**config.mk**
```make
export PLATFORM = sky130hd
export DESIGN_NAME = axis_protocol_monitor
export DESIGN_NICKNAME = d
export VERILOG_FILES = /design/src/rtl/axis_protocol_monitor.sv
export SDC_FILE = /design/constraint.sdc
export NUM_CORES = 1
export LEC_CHECK = 0
export CORE_MARGIN = 2
export CORE_UTILIZATION = 23
export DETAILED_ROUTE_END_ITERATION = 10
export SLEW_MARGIN = 20
export SYNTH_ARGS = -nofsm -noshare
export SYNTH_HDL_FRONTEND = slang
export SYNTH_SLANG_ARGS = --single-unit
```
**constraint.sdc**
```tcl
create_clock -name clk -period 12 [get_ports clk]
set_input_delay 2.4 -clock clk [delete_from_list [all_inputs] [get_ports clk]]
set_output_delay 2.4 -clock clk [all_outputs]
set_load 0.02 [all_outputs]
```
**src/rtl/axis_protocol_monitor.sv**
```systemverilog
// axis_protocol_monitor: passive AXI-Stream checker with sticky error flags, saturating
// statistics counters and a packet-tracking FSM; never drives the monitored link.
module axis_protocol_monitor #(
  parameter int DATA_W        = 64,
  parameter int TIMEOUT       = 100,
  parameter int TIMEOUT_W     = 8,
  parameter int MAX_PKT_BEATS = 256,
  parameter int CNT_W         = 32
) (
  input  logic                 clk,
  input  logic                 rst,
  input  logic [DATA_W-1:0]    tdata,
  input  logic                 tvalid,
  input  logic                 tready,
  input  logic                 tlast,
  input  logic                 clear,
  output logic [5:0]           err_flags,
  output logic                 err_pulse,
  output logic [CNT_W-1:0]     err_count,
  output logic [CNT_W-1:0]     beat_count,
  output logic [CNT_W-1:0]     pkt_count,
  output logic [TIMEOUT_W-1:0] stall_cycles,
  output logic                 in_packet
);
  localparam int PB_W = $clog2(MAX_PKT_BEATS + 2);
  localparam logic [TIMEOUT_W-1:0] TO_LIM = TIMEOUT_W'(TIMEOUT - 1);
  localparam logic [PB_W-1:0] PB_LIM = PB_W'(MAX_PKT_BEATS == 0 ? 0 : MAX_PKT_BEATS - 1);
  typedef enum logic {IDLE, IN_PKT} state_t;
  state_t state;
  logic pend, hold_last, hs, st, any_err;
  logic [DATA_W-1:0] hold_data;
  logic [PB_W-1:0] pkt_beats;
  logic [5:0] viol;
  always_comb begin
    hs = tvalid && tready;
    st = tvalid && !tready;
    viol[0] = pend && !tvalid;
    viol[1] = pend && tvalid && (tdata != hold_data);
    viol[2] = pend && tvalid && (tlast != hold_last);
    viol[3] = tlast && !tvalid;
    viol[4] = st && (stall_cycles == TO_LIM);
    viol[5] = (MAX_PKT_BEATS != 0) && hs && !tlast && (pkt_beats == PB_LIM);
    any_err = |viol;
  end
  // clear only zeroes the old value; an event in the same cycle still lands
  always_ff @(posedge clk or posedge rst) begin
    if (rst) begin
      state        <= IDLE;
      pend         <= 1'b0;
      hold_data    <= '0;
      hold_last    <= 1'b0;
      pkt_beats    <= '0;
      stall_cycles <= '0;
      err_flags    <= '0;
      err_pulse    <= 1'b0;
      err_count    <= '0;
      beat_count   <= '0;
      pkt_count    <= '0;
      in_packet    <= 1'b0;
    end else begin
      pend <= st;
      if (st) begin
        hold_data <= tdata;
        hold_last <= tlast;
      end
      stall_cycles <= st ? stall_cycles + TIMEOUT_W'(stall_cycles != '1) : '0;
      err_flags    <= (clear ? 6'b0 : err_flags) | viol;
      err_pulse    <= any_err;
      err_count    <= clear ? CNT_W'(any_err) : err_count + CNT_W'(any_err && err_count != '1);
      beat_count   <= clear ? CNT_W'(hs) : beat_count + CNT_W'(hs && beat_count != '1);
      pkt_count    <= clear ? CNT_W'(hs && tlast) : pkt_count + CNT_W'(hs && tlast && pkt_count != '1);
      if (hs && tlast) begin
        state     <= IDLE;
        in_packet <= 1'b0;
        pkt_beats <= '0;
      end else if (hs) begin
        state     <= IN_PKT;
        in_packet <= 1'b1;
        pkt_beats <= (state == IDLE) ? PB_W'(1) : pkt_beats + PB_W'(pkt_beats != '1);
      end
    end
  end
endmodule

```
==> key figures <==
Setup path
  – CP peak stage delay: 670 ps
  – Worst setup EP type: flop
  – Most used cell, CP: nand3_1
  – WP data required: 12370 ps
  – Top delay family on crit path: simple AND/OR/NAND/NOR gates
  – Worst path bufs/invs: 3
  – Crit Path Category: in -> reg
  – CP Cell Sequence: clkdlybuf4s50_1, nand2b_2, buf_4, inv_2, nand3_1, nand3_1, a31oi_1, nor2_1, ha_1, and4_1, or3b_1, or3_1, a21oi_1
  – Crit path max fanout: 73
  – Critical Path Start Type: input port
  – Slowest cell on crit path: clkdlybuf4s50_1
  – WP data arrival: 5800 ps

Synth
  – Mapped Nets: 1047
  – Async set-reset flop share out of synthesis: 100%
  – Ys flop type: dfrtp_1
  – Mapped Avg Cell Area: 9.24 µm²
  – Synth Register Bits: 187
  – Yosys warns: 0
  – Post-Syn Area: 0.00894 mm²
  – Library cells used by synthesis: 36
  – Post-Syn Instances: 967
  – Sequential share of the synthesized area: 52.4%
  – Post-synth EDFFs: 0

Pwr
  – Pwr per Cell Area: 118 mW/mm²
  – Worst vdd ir: 0.0979 mV
  – Leakage: 0.00496 µW

Finish
  – Final nets: 1219
  – Area Growth Syn to Fin: 33.2%
  – Share of cells above drive strength 1: 3.91%

Global routing
  – GRT Overall Usage: 11.4%
  – Vias in the first global route: 6949
  – First-pass GRT wire length: 37200 µm
  – Initial antenna violation count: 4
  – Largest net degree at the start of global routing: 118
  – Grt total ovfl: 0

Route
  – Drt wl/cell: 13.4 µm
  – Antenna Nets Post-Route: 0
  – DR DRC count: 0
  – Iteration-0 DRC Markers: 288
  – Pre-antenna DRT Iters: 4
  – Vias: 7079
  – Routed wire length: 22500 µm
  – Vias/cell: 4.24

Clock network
  – CTS resizes: 0
  – Root buffer cell: clkbuf_16
  – Post-CTS setup buffer count: 0
  – Post-CTS Hold Buffers: 0
  – CTS tree: done
  – Clock sink count: 187
  – H-tree Lvls: 4
  – Num CTS Buffers: 17
  – Clock buffer depth: 2
  – Clk_lat worst skew: 450 ps
  – Clock slew seen by the registers of the worst setup and hold paths: 80 ps

STA
  – Fraction of the cycle the final worst path needs: 45.2%
  – Unrepaired setup endpoints after global routing: no
  – Setup Viol. Count Final: 0
  – Skew final: 13.8 ps
  – Setup TNS: 0 ps
  – Tmin final: 5430 ps
  – Worst-margin pin slew: 936 ps
  – Slew Limit Headroom: 37.6%
  – Pins Over Slew Limit: 0
  – Hold_ws: 497 ps
  – Max Fclk: 184 MHz
  – Final hold viol count: 0

Run status
  – Outcome: finished clean

Min path
  – Hold/Removal Path Class: reg -> reg

Die
  – Die ar.: 0.0404 mm²
  – Die H: 201 µm
  – I/O pin cnt: 182
  – Rows: 72
  – Die width: 201 µm
  – CORE AREA: 0.0385 mm²
  – Starting density of the core: 23.2%

Placement
  – HPWL Detailed: 15900 µm
  – PortBufs: 181
  – RePlAce Congestion: 0.778

Job
  – Max_cap viols: 0
## worst register-to-register path: stages (launching register included)
cell     delay, ps
dfrtp_1        430
and3_1         230
and3_1         210
nand3_1        130
nor4_1          80
a31oi_1        180
ha_1           240
ha_1           200
nand3_1        200
nor2_1         430
nand3_1        300
or3_1          410
a21oi_1        150
## power breakdown
group,total (µW),switching [µW],internal (µW)
registers,690,26.6,663
logic,152,78.9,72.8
clock network,568,274,294
total,1410,380,1030
## cells in the final DEF (no fill, tap or decap), types with 3 or more instances in the layout
cell,Yosys,final
clkbuf_16,0,17
o21ai_0,31,31
or3_1,15,15
inv_1,18,16
xor2_1,56,56
clkdlybuf4s50_1,0,180
nand4_1,42,42
dfrtp_1,187,187
nand2_1,248,248
inv_8,0,4
nor2_1,102,102
a22o_1,4,4
a21oi_1,18,18
inv_6,0,3
buf_4,0,5
nand3_1,43,43
nor3_1,13,13
xnor2_1,93,93
and2_1,3,3
and3_1,17,17
ha_1,10,10
nor4_1,9,9
clkinv_4,0,4
and4_1,8,8
## worst paths after layout
path                               start       endpoint  slack, ps  cells after the start
setup / recovery                  tvalid  err_count[30]       6570                     13
hold / removal             hold_data[25]  hold_data[25]        500                      2
setup reg to reg           pkt_count[25]  pkt_count[28]       8740                     12
hold reg to reg            hold_data[25]  hold_data[25]        500                      2
max in group asynchronous            rst  err_count[11]       7940                      3
min in group asynchronous            rst  pkt_count[14]       2480                      2
## flip-flops by register name, summed over array words and instances (netlist names)
signal / count
beat_count: 32
err_count: 32
err_flags: 6
err_pulse: 1
hold_data: 64
hold_last: 1
pend: 1
pkt_beats: 9
pkt_count: 32
stall_cycles: 8
state: 1
## area by class of cell
cell class / instances / area, µm²
antenna: 2 / 5.00
clock buffer: 17 / 425
clock inverter: 14 / 156
fill: 3971 / 26600
inverter: 18 / 75.1
multi-input combinational: 730 / 4070
sequential: 187 / 4680
tap: 518 / 648
timing repair buffer: 185 / 1840
## metrics by stage
step / instance area (µm²) / util (%) / setup WS [ps] / std cells / total power, µW
final: 11900 / 30.9 / 6570 / 1671 / 1410
after global routing: 11900 / 30.9 / 6230 / 1669 / 1480
after CTS: 11900 / 30.9 / 6510 / 1669 / 1440
after detailed placement: 11300 / 29.4 / 6030 / 1638 / 857
after global placement: 11300 / 29.4 / 6060 / 1638 / 855
after floorplan: 8940 / - / 4510 / 967 / 791
## cells in the mapped netlist (2+ instances only)
cell | count | area (µm²)
nand2_1 | 248 | 931
dfrtp_1 | 187 | 4680
nor2_1 | 102 | 383
xnor2_1 | 93 | 815
xor2_1 | 56 | 490
nand3_1 | 43 | 215
nand4_1 | 42 | 263
o21ai_0 | 31 | 155
clkbuf_1 | 26 | 97.6
a21oi_1 | 18 | 90.1
inv_1 | 18 | 67.6
and3_1 | 17 | 106
or3_1 | 15 | 93.8
nor3_1 | 13 | 65.1
ha_1 | 10 | 125
nor4_1 | 9 | 56.3
and4_1 | 8 | 70.1
buf_1 | 5 | 18.8
a22o_1 | 4 | 35.0
and2_1 | 3 | 18.8
a31oi_1 | 2 | 12.5
a32o_1 | 2 | 20.0
nor2b_1 | 2 | 12.5
## metal layers
| metal | part of all wire, % | GRT usage, % | vias up | wire length, µm |
|---|---|---|---|---|
| met4 | 1.3 | 3.07 | 6 | 302 |
| met5 | 0.14 | 0 | - | 31 |
| met1 | 46 | 14.9 | 3323 | 10400 |
| met2 | 44 | 17.6 | 185 | 9880 |
| met3 | 8.2 | 4.55 | 24 | 1840 |
| li1 | - | - | 3541 | - |
## cells by family (layout without fill, tap and decap cells)
family / count (synthesis) / after routing / synth area share [%]
other: 0 / 2 / 0
buffers and inverters: 50 / 234 / 2.11
XOR/XNOR: 149 / 149 / 14.6
flip-flops: 187 / 187 / 52.4
AO/OA/AOI/OAI: 59 / 59 / 3.68
AND/OR/NAND/NOR: 511 / 511 / 25.7
multiplexers: 1 / 1 / 0.126
adder cells (fa/ha/maj): 10 / 10 / 1.40
(Power assumes the default switching activity.)
